`src/rtl/vga_timing_gen_if.sv`:
```
// vga_timing_gen_if: raster timing bundle between the generator and its consumers.
// frame_cnt exists only when VGA_TIMING_FRAME_CNT_EN is defined.
interface vga_timing_gen_if #(
    parameter int CNT_W   = 11,
    parameter int FRAME_W = 16
);
    logic               en;
    logic [CNT_W-1:0]   hcount;
    logic [CNT_W-1:0]   vcount;
    logic               hsync;
    logic               vsync;
    logic               hblnk;
    logic               vblnk;
    logic               de;
    logic               line_start;
    logic               frame_start;
`ifdef VGA_TIMING_FRAME_CNT_EN
    logic [FRAME_W-1:0] frame_cnt;
`endif

    modport master (
        input  en,
        output hcount, vcount, hsync, vsync, hblnk, vblnk, de,
`ifdef VGA_TIMING_FRAME_CNT_EN
        output frame_cnt,
`endif
        output line_start, frame_start
    );

    modport slave (
        output en,
        input  hcount, vcount, hsync, vsync, hblnk, vblnk, de,
`ifdef VGA_TIMING_FRAME_CNT_EN
        input  frame_cnt,
`endif
        input  line_start, frame_start
    );
endinterface

```
`src/rtl/vga_timing_gen.sv`:
```
// vga_timing_gen: parametrised VGA raster counters, sync, blanking and strobes.
// Optional frame counter enabled by defining VGA_TIMING_FRAME_CNT_EN.
module vga_timing_gen #(
    parameter int H_ACTIVE  = 1024,
    parameter int H_FP      = 24,
    parameter int H_SYNC    = 136,
    parameter int H_BP      = 160,
    parameter int V_ACTIVE  = 768,
    parameter int V_FP      = 3,
    parameter int V_SYNC    = 6,
    parameter int V_BP      = 29,
    parameter bit HSYNC_ACT = 1'b1,
    parameter bit VSYNC_ACT = 1'b1,
    parameter int CNT_W     = 11,
    parameter int FRAME_W   = 16
) (
    input  logic                  clk,
    input  logic                  rst_n,
    vga_timing_gen_if.master      vif
);
    localparam int H_TOTAL = H_ACTIVE + H_FP + H_SYNC + H_BP;
    localparam int V_TOTAL = V_ACTIVE + V_FP + V_SYNC + V_BP;
    localparam int HS_BEG  = H_ACTIVE + H_FP;
    localparam int HS_END  = HS_BEG + H_SYNC;
    localparam int VS_BEG  = V_ACTIVE + V_FP;
    localparam int VS_END  = VS_BEG + V_SYNC;

    // Extra bit so the sync stop bound can equal 2^CNT_W without truncating.
    localparam logic [CNT_W:0]   H_ACT_C = (CNT_W+1)'(H_ACTIVE);
    localparam logic [CNT_W:0]   HS_B_C  = (CNT_W+1)'(HS_BEG);
    localparam logic [CNT_W:0]   HS_E_C  = (CNT_W+1)'(HS_END);
    localparam logic [CNT_W:0]   V_ACT_C = (CNT_W+1)'(V_ACTIVE);
    localparam logic [CNT_W:0]   VS_B_C  = (CNT_W+1)'(VS_BEG);
    localparam logic [CNT_W:0]   VS_E_C  = (CNT_W+1)'(VS_END);
    localparam logic [CNT_W-1:0] H_LAST  = CNT_W'(H_TOTAL - 1);
    localparam logic [CNT_W-1:0] V_LAST  = CNT_W'(V_TOTAL - 1);

    if (H_ACTIVE < 1 || H_FP < 1 || H_SYNC < 1 || H_BP < 1 ||
        V_ACTIVE < 1 || V_FP < 1 || V_SYNC < 1 || V_BP < 1 ||
        CNT_W < 1 || CNT_W > 30 ||
        (64'd1 << CNT_W) < 64'(H_TOTAL) ||
        (64'd1 << CNT_W) < 64'(V_TOTAL)) begin : g_bad_cfg
        $fatal(1, "vga_timing_gen: illegal timing parameters");
    end

    logic [CNT_W-1:0] hcount_q, hcount_d;
    logic [CNT_W-1:0] vcount_q, vcount_d;
    logic             hsync_q, hsync_d;
    logic             vsync_q, vsync_d;
    logic             hblnk_q, hblnk_d;
    logic             vblnk_q, vblnk_d;
    logic             de_q, de_d;
    logic             line_q, line_d;
    logic             frame_q, frame_d;
    logic [CNT_W:0]   hx;
    logic [CNT_W:0]   vx;

    // Next raster position, and all level outputs decoded from it so they
    // land in the same register stage as the counters themselves.
    always_comb begin
        hcount_d = hcount_q;
        vcount_d = vcount_q;
        line_d   = 1'b0;
        frame_d  = 1'b0;
        if (vif.en) begin
            if (hcount_q == H_LAST) begin
                hcount_d = '0;
                line_d   = 1'b1;
                if (vcount_q == V_LAST) begin
                    vcount_d = '0;
                    frame_d  = 1'b1;
                end else begin
                    vcount_d = vcount_q + 1'b1;
                end
            end else begin
                hcount_d = hcount_q + 1'b1;
            end
        end
        hx      = {1'b0, hcount_d};
        vx      = {1'b0, vcount_d};
        hblnk_d = (hx >= H_ACT_C);
        vblnk_d = (vx >= V_ACT_C);
        de_d    = !hblnk_d && !vblnk_d;
        hsync_d = (hx >= HS_B_C && hx < HS_E_C) ? HSYNC_ACT : !HSYNC_ACT;
        vsync_d = (vx >= VS_B_C && vx < VS_E_C) ? VSYNC_ACT : !VSYNC_ACT;
    end

    // Raster state and registered outputs.
    always_ff @(posedge clk or negedge rst_n) begin
        if (!rst_n) begin
            hcount_q <= '0;
            vcount_q <= '0;
            hsync_q  <= !HSYNC_ACT;
            vsync_q  <= !VSYNC_ACT;
            hblnk_q  <= 1'b0;
            vblnk_q  <= 1'b0;
            de_q     <= 1'b1;
            line_q   <= 1'b0;
            frame_q  <= 1'b0;
        end else begin
            hcount_q <= hcount_d;
            vcount_q <= vcount_d;
            hsync_q  <= hsync_d;
            vsync_q  <= vsync_d;
            hblnk_q  <= hblnk_d;
            vblnk_q  <= vblnk_d;
            de_q     <= de_d;
            line_q   <= line_d;
            frame_q  <= frame_d;
        end
    end

`ifdef VGA_TIMING_FRAME_CNT_EN
    logic [FRAME_W-1:0] fcnt_q, fcnt_d;

    // Completed-frame count, bumped alongside the frame_start strobe.
    always_comb begin
        fcnt_d = fcnt_q;
        if (frame_d) fcnt_d = fcnt_q + 1'b1;
    end

    // Frame counter register.
    always_ff @(posedge clk or negedge rst_n) begin
        if (!rst_n) fcnt_q <= '0;
        else        fcnt_q <= fcnt_d;
    end

    assign vif.frame_cnt = fcnt_q;
`endif

    assign vif.hcount      = hcount_q;
    assign vif.vcount      = vcount_q;
    assign vif.hsync       = hsync_q;
    assign vif.vsync       = vsync_q;
    assign vif.hblnk       = hblnk_q;
    assign vif.vblnk       = vblnk_q;
    assign vif.de          = de_q;
    assign vif.line_start  = line_q;
    assign vif.frame_start = frame_q;
endmodule

```
`src/flat_wrapper.sv`:
```
// flat-port wrapper written by rule: the top's interface ports become plain ports
module vga_timing_gen_flat 
#(
    parameter int H_ACTIVE  = 1024,
    parameter int H_FP      = 24,
    parameter int H_SYNC    = 136,
    parameter int H_BP      = 160,
    parameter int V_ACTIVE  = 768,
    parameter int V_FP      = 3,
    parameter int V_SYNC    = 6,
    parameter int V_BP      = 29,
    parameter bit HSYNC_ACT = 1'b1,
    parameter bit VSYNC_ACT = 1'b1,
    parameter int CNT_W     = 11,
    parameter int FRAME_W   = 16
)
  (clk, rst_n, vif_en, vif_hcount, vif_vcount, vif_hsync, vif_vsync, vif_hblnk, vif_vblnk, vif_de, vif_line_start, vif_frame_start);
  vga_timing_gen_if #(.CNT_W(CNT_W), .FRAME_W(FRAME_W)) vif_i ();
  input  logic clk;
  input  logic rst_n;
  input wire logic [$bits(vif_i.en)-1:0] vif_en;
  output wire logic [$bits(vif_i.hcount)-1:0] vif_hcount;
  output wire logic [$bits(vif_i.vcount)-1:0] vif_vcount;
  output wire logic [$bits(vif_i.hsync)-1:0] vif_hsync;
  output wire logic [$bits(vif_i.vsync)-1:0] vif_vsync;
  output wire logic [$bits(vif_i.hblnk)-1:0] vif_hblnk;
  output wire logic [$bits(vif_i.vblnk)-1:0] vif_vblnk;
  output wire logic [$bits(vif_i.de)-1:0] vif_de;
  output wire logic [$bits(vif_i.line_start)-1:0] vif_line_start;
  output wire logic [$bits(vif_i.frame_start)-1:0] vif_frame_start;
  assign vif_i.en = vif_en;
  assign vif_hcount = vif_i.hcount;
  assign vif_vcount = vif_i.vcount;
  assign vif_hsync = vif_i.hsync;
  assign vif_vsync = vif_i.vsync;
  assign vif_hblnk = vif_i.hblnk;
  assign vif_vblnk = vif_i.vblnk;
  assign vif_de = vif_i.de;
  assign vif_line_start = vif_i.line_start;
  assign vif_frame_start = vif_i.frame_start;
  vga_timing_gen #(.H_ACTIVE(H_ACTIVE), .H_FP(H_FP), .H_SYNC(H_SYNC), .H_BP(H_BP), .V_ACTIVE(V_ACTIVE), .V_FP(V_FP), .V_SYNC(V_SYNC), .V_BP(V_BP), .HSYNC_ACT(HSYNC_ACT), .VSYNC_ACT(VSYNC_ACT), .CNT_W(CNT_W), .FRAME_W(FRAME_W)) u_core (.clk(clk), .rst_n(rst_n), .vif(vif_i));
endmodule
```
`config.mk`:
```
export PLATFORM = sky130hd
export DESIGN_NAME = vga_timing_gen_flat
export DESIGN_NICKNAME = d
export VERILOG_FILES = /design/src/rtl/vga_timing_gen_if.sv /design/src/rtl/vga_timing_gen.sv /design/src/flat_wrapper.sv
export SDC_FILE = /design/constraint.sdc
export NUM_CORES = 1
export LEC_CHECK = 0
export ABC_AREA = 1
export CORE_MARGIN = 2
export CORE_UTILIZATION = 56
export DETAILED_ROUTE_END_ITERATION = 7
export PLACE_DENSITY = 0.83
export SYNTH_ARGS = -nofsm -noshare
export SYNTH_HDL_FRONTEND = slang
export SYNTH_SLANG_ARGS = --single-unit
```
`constraint.sdc`:
```
create_clock -name clk -period 5.08 [get_ports clk]
set_input_delay 1.016 -clock clk [delete_from_list [all_inputs] [get_ports clk]]
set_output_delay 1.016 -clock clk [all_outputs]
set_load 0.02 [all_outputs]
```
* Yosys cells after proc, flatten, opt, wreduce, memory -nomap -nowiden
Index checks and enable logic that the tools add are counted.
Storage, ports and cells: register bits 29, output and inout bits 29, input port bits 3, logic and storage cells 36
Cells by class: $lt $le $gt $ge 6, add/subtract/negate cells 2, mux-type cells 12, reduce and logical (&&, ||, !) cells 5, equality and inequality tests 2
Operators by type and width (number):
- $mux W11 | 5
- $add A11 B1 Y11 const B | 2
- $ge A11 B10 Y1 const B | 2
- $ge A11 B11 Y1 const B | 2
- $eq A11 B10 Y1 const B | 1
- $eq A11 B11 Y1 const B | 1
- $lt A11 B10 Y1 const B | 1
- $lt A11 B11 Y1 const B | 1
- $mux W1 | 7
- $logic_and A1 B1 Y1 | 3
- $logic_not A1 Y1 | 2

* Logic depth before layout (Yosys ltp)
depth after elaboration 7, depth in mapped cells 13, gate-level depth less buffers 13

* Worst setup path after synthesis
Ideal clock, no wire load.
path type input to register, start input vif_en, end register u_core.vsync_q (netlist: u_core.vif.vsync), setup slack 3.088 ns, path buffers 1, data arrival time 1.923 ns, library setup time 0.069 ns, cell stages on the path 9, cell sequence buf_4 -> nand3_1 -> nor2_2 -> nand3_2 -> a21oi_2 -> nand2_2 -> nor2_2 -> nand3_1 -> nor2_2
Between the ends: longest elaborated chain between the ends 4
Ends and longest elaborated chain:
- start: declaration | line flat_wrapper.sv:21 | input wire logic [$bits(vif_i.en)-1:0] vif_en;
- $mux W11 * | line vga_timing_gen.sv:65 | if (vif.en) begin
- named net u_core.vcount_d[8] | line vga_timing_gen.sv:47 | logic [CNT_W-1:0] vcount_q, vcount_d;
- $ge A11 B10 Y1 or $lt A11 B10 Y1 (tied branches) | line vga_timing_gen.sv:85 | vsync_d = (vx >= VS_B_C && vx < VS_E_C) ? VSYNC_ACT : !VSYNC_ACT;
- $logic_and A1 B1 Y1 * | line vga_timing_gen.sv:85
- $mux W1 * | line vga_timing_gen.sv:85
- named net u_core.vsync_d | line vga_timing_gen.sv:49 | logic vsync_q, vsync_d;
- end signal: assignment | line vga_timing_gen.sv:94 | vsync_q <= !VSYNC_ACT;
- end signal: assignment | line vga_timing_gen.sv:104 | vsync_q <= vsync_d;
- end: declaration | line vga_timing_gen.sv:49
The timed path passes the listed nets; every way through them passes the cells marked *.

* Final worst setup path
Same ends and word-level chain as after synthesis.

==> impl_metrics.env <==
export IMPL_tightestPinTransition_ns=0.460
export IMPL_drive_above_1_share_pct=11.1
export IMPL_critical_path_max_stage_delay_ns=0.75
export IMPL_ant_nets=0
export IMPL_wirelength_microns=3620
export IMPL_power_density_nw_per_um2=285
export IMPL_intPower_mw=0.375
export IMPL_portBuffers=31
export IMPL_clk_latency_ns=0.34
export IMPL_fin_util_pct=69.5
export IMPL_die_h_microns=59.2
export IMPL_coreArea_sq_um=2980
export IMPL_nets=269
export IMPL_setup_ws_ns=2.47
export IMPL_slew_headroom_pct=69.3
export IMPL_path_buf_inv=2
export IMPL_ir_drop_uv=287
export IMPL_finalSetupTns_ns=0
export IMPL_gp_congestion=0.923
export IMPL_rsz0062_at_grt="false"
export IMPL_cts_resized=0
export IMPL_power_mw=0.591
export IMPL_htree_levels=1
export IMPL_clk_pin_slew_ns=0.15
export IMPL_drtIter0Drc=52
export IMPL_critPathKind="in2reg"
export IMPL_pre_cts_ws_ns=2.11
export IMPL_seqPwrFrac_pct=48.8
export IMPL_dpl_hpwl_microns=2760
export IMPL_cp_required_ns=5.33
export IMPL_clockRootBuffer="clkbuf_4"
export IMPL_clock_sinks=28
export IMPL_cts_setup_buffers=0
export IMPL_clkPwrFrac_pct=18.7
export IMPL_std_cell_rows=20
export IMPL_layout_cells_non_filler=295
export IMPL_wl_per_cell_microns=12.3
export IMPL_grt_pass1_wl_microns=6380
export IMPL_die_area_sq_um=3500
export IMPL_place_area_sq_um=2030
export IMPL_fin_crit_ns=2.61
export IMPL_worstPathArrival_ns=2.85
export IMPL_dp_cells=291
export IMPL_syn_inst=229
export IMPL_cts_hold_buf=0
export IMPL_cts_buffer_depth=2
export IMPL_synthesis_nets=235
export IMPL_setup_viol=0
export IMPL_cts_tree="built"
export IMPL_sw_frac_of_total_pct=36.6
export IMPL_finalCritPeriodShare_pct=51.3
export IMPL_synth_warnings=0
export IMPL_io_pins=32
export IMPL_maxSlewViolCount=0
export IMPL_start_util_pct=57.3
export IMPL_critPathLaunchType="primary input"
export IMPL_netlist_cell_type_count=28
export IMPL_grt_use_total_pct=23.8
export IMPL_p_comb_share_pct=32.5
export IMPL_globalRoute_totalOverflow=0
export IMPL_n_antenna_cell=0
export IMPL_ys_ff_latch=28
export IMPL_crit_family="simple AND/OR/NAND/NOR gates"
export IMPL_worst_path_max_fanout=14
export IMPL_vias=1531
export IMPL_holdWs_ns=0.586
export IMPL_hold_viol=0
export IMPL_switchingPower_mw=0.216
export IMPL_final_area_sq_um=2070
export IMPL_cp_common_cell="nand2_1"
export IMPL_dr_pass1_iters=4
export IMPL_hold_path_class="reg2reg"
export IMPL_drc=0
export IMPL_cts_buffers_inserted=3
export IMPL_synth_avg_cell_area_sq_um=7.45
export IMPL_synth_area_sq_um=1710
export IMPL_max_freq_mhz=384
export IMPL_synth_seq_area_share_pct=41.2
export IMPL_worstSetupEndpointType="flip-flop"
export IMPL_antenna_found_initial=0
export IMPL_slowest_stage="clkdlybuf4s50_1"
export IMPL_skew_ns=0.00573
export IMPL_drv_cap=0
export IMPL_grt_pass1_vias=1454
export IMPL_crit_chain="clkdlybuf4s50_1, nand3_2, nor2_4, nand2_1, o21ai_0, inv_1, nand2_1, nand3_1, nand2_1, nor2_2"
export IMPL_power_leakage_nw=1.03
export IMPL_status="complete, no violations"
export IMPL_fp_dieW_microns=59.2
export IMPL_syn_to_final_growth_pct=21.4
export IMPL_vias_per_cell=5.19
export IMPL_grt_max_degree=29
## power groups by stage
stage / clock network [mW] / logic [mW] / registers [mW]
after floorplan: 0 / 0.0859 / 0.317
after global placement: 0 / 0.189 / 0.291
after detailed placement: 0 / 0.194 / 0.291
after CTS: 0.112 / 0.195 / 0.287
after global routing: 0.124 / 0.212 / 0.293
final: 0.111 / 0.192 / 0.288
## cell families (layout without fill, tap and decap cells)
logic type / Yosys count / after routing / share of synthesized area (%)
AOI/OAI and AO/OA: 10 / 10 / 3.60
xor gates and xnor gates: 5 / 5 / 2.57
adders and majority gates: 3 / 3 / 2.20
buffers and inverters: 45 / 78 / 11.0
DFF: 28 / 28 / 41.2
and+or+nand+nor: 138 / 138 / 39.5
## cell type report
cell class,count,area (sq um)
Clock buffer,4,36.3
Fill cell,263,907
Inverter,42,158
Multi-Input combinational cell,156,816
Sequential cell,28,702
Tap cell,33,41.3
Timing Repair Buffer,32,318
## placed cells by master (no fill, tap or decap)
cell / instances
nor2_2: 4
clkbuf_8: 1
a21oi_1: 3
buf_4: 1
nand3_2: 5
o21ai_0: 2
nor2_1: 27
nor2_4: 3
nand3_1: 22
xor2_1: 3
clkdlybuf4s50_1: 31
ha_1: 3
o21bai_1: 1
nand2_1: 59
dfstp_2: 1
nand2_2: 4
dfrtp_1: 27
o21ai_1: 1
nand4_1: 6
nor3_1: 4
a31oi_1: 1
nor2_8: 1
nand3b_1: 1
clkbuf_4: 3
a21oi_2: 2
nand2_4: 1
nor3_2: 1
xnor2_1: 2
inv_2: 2
inv_1: 40
## tightest hold or removal path, delay by kind of cell, from the launching register on
kind,cells,cell delay (ns)
DFF,1,0.44
and+or+nand+nor,2,0.13
## path summary, 6_finish.rpt
| path | slack, ns | startpoint | cells past startpoint | endpoint |
|---|---|---|---|---|
| worst max-delay path | 2.47 | vif_en | 10 | u_core.vif.vsync |
| worst min-delay path | 0.59 | u_core.vif.hcount[1] | 2 | u_core.vif.hcount[1] |
| worst max register to register | 3.04 | u_core.vif.hcount[0] | 12 | u_core.vif.vsync |
| worst min register to register | 0.59 | u_core.vif.hcount[1] | 2 | u_core.vif.hcount[1] |
| max in group asynchronous | 3.75 | rst_n | 2 | u_core.vif.de |
| min in group asynchronous | 1.03 | rst_n | 2 | u_core.vif.hcount[1] |
## Yosys cell counts
cell      count  share of area, %
nand2_1      59                13
inv_1        40               8.8
dfrtp_1      27                40
nor2_1       27               5.9
nand3_1      22               6.5
nand4_1       6               2.2
nand3_2       5               2.9
nand2_2       4               1.5
nor2_2        4               1.5
nor3_1        4               1.2
a21oi_1       3              0.88
ha_1          3               2.2
nor2_4        3               2.0
xor2_1        3               1.5
a21oi_2       2               1.0
buf_4         2              0.88
inv_2         2              0.44
o21ai_0       2              0.59
xnor2_1       2               1.0
a31oi_1       1              0.37
buf_8         1              0.88
dfstp_2       1               1.5
nand2_4       1              0.66
nand3b_1      1              0.44
nor2_8        1               1.2
nor3_2        1              0.59
o21ai_1       1              0.29
o21bai_1      1              0.44
## metal layers
layer / track usage [%] / share of wire [%] / vias to the layer above
met1: 33.8 / 50 / 703
met4: 8.44 / 1.9 / 0
met3: 3.28 / 3.4 / 7
met2: 37.2 / 45 / 47
li1: - / - / 774
met5: 0 / 0 / -
## registers in the layout (all words and copies together), names as in the netlist
signal	count
u_core.vif.de	1
u_core.vif.frame_start	1
u_core.vif.hblnk	1
u_core.vif.hcount	10
u_core.vif.hsync	1
u_core.vif.line_start	1
u_core.vif.vblnk	1
u_core.vif.vcount	11
u_core.vif.vsync	1
No activity file was read; power rests on OpenSTA's default activity.
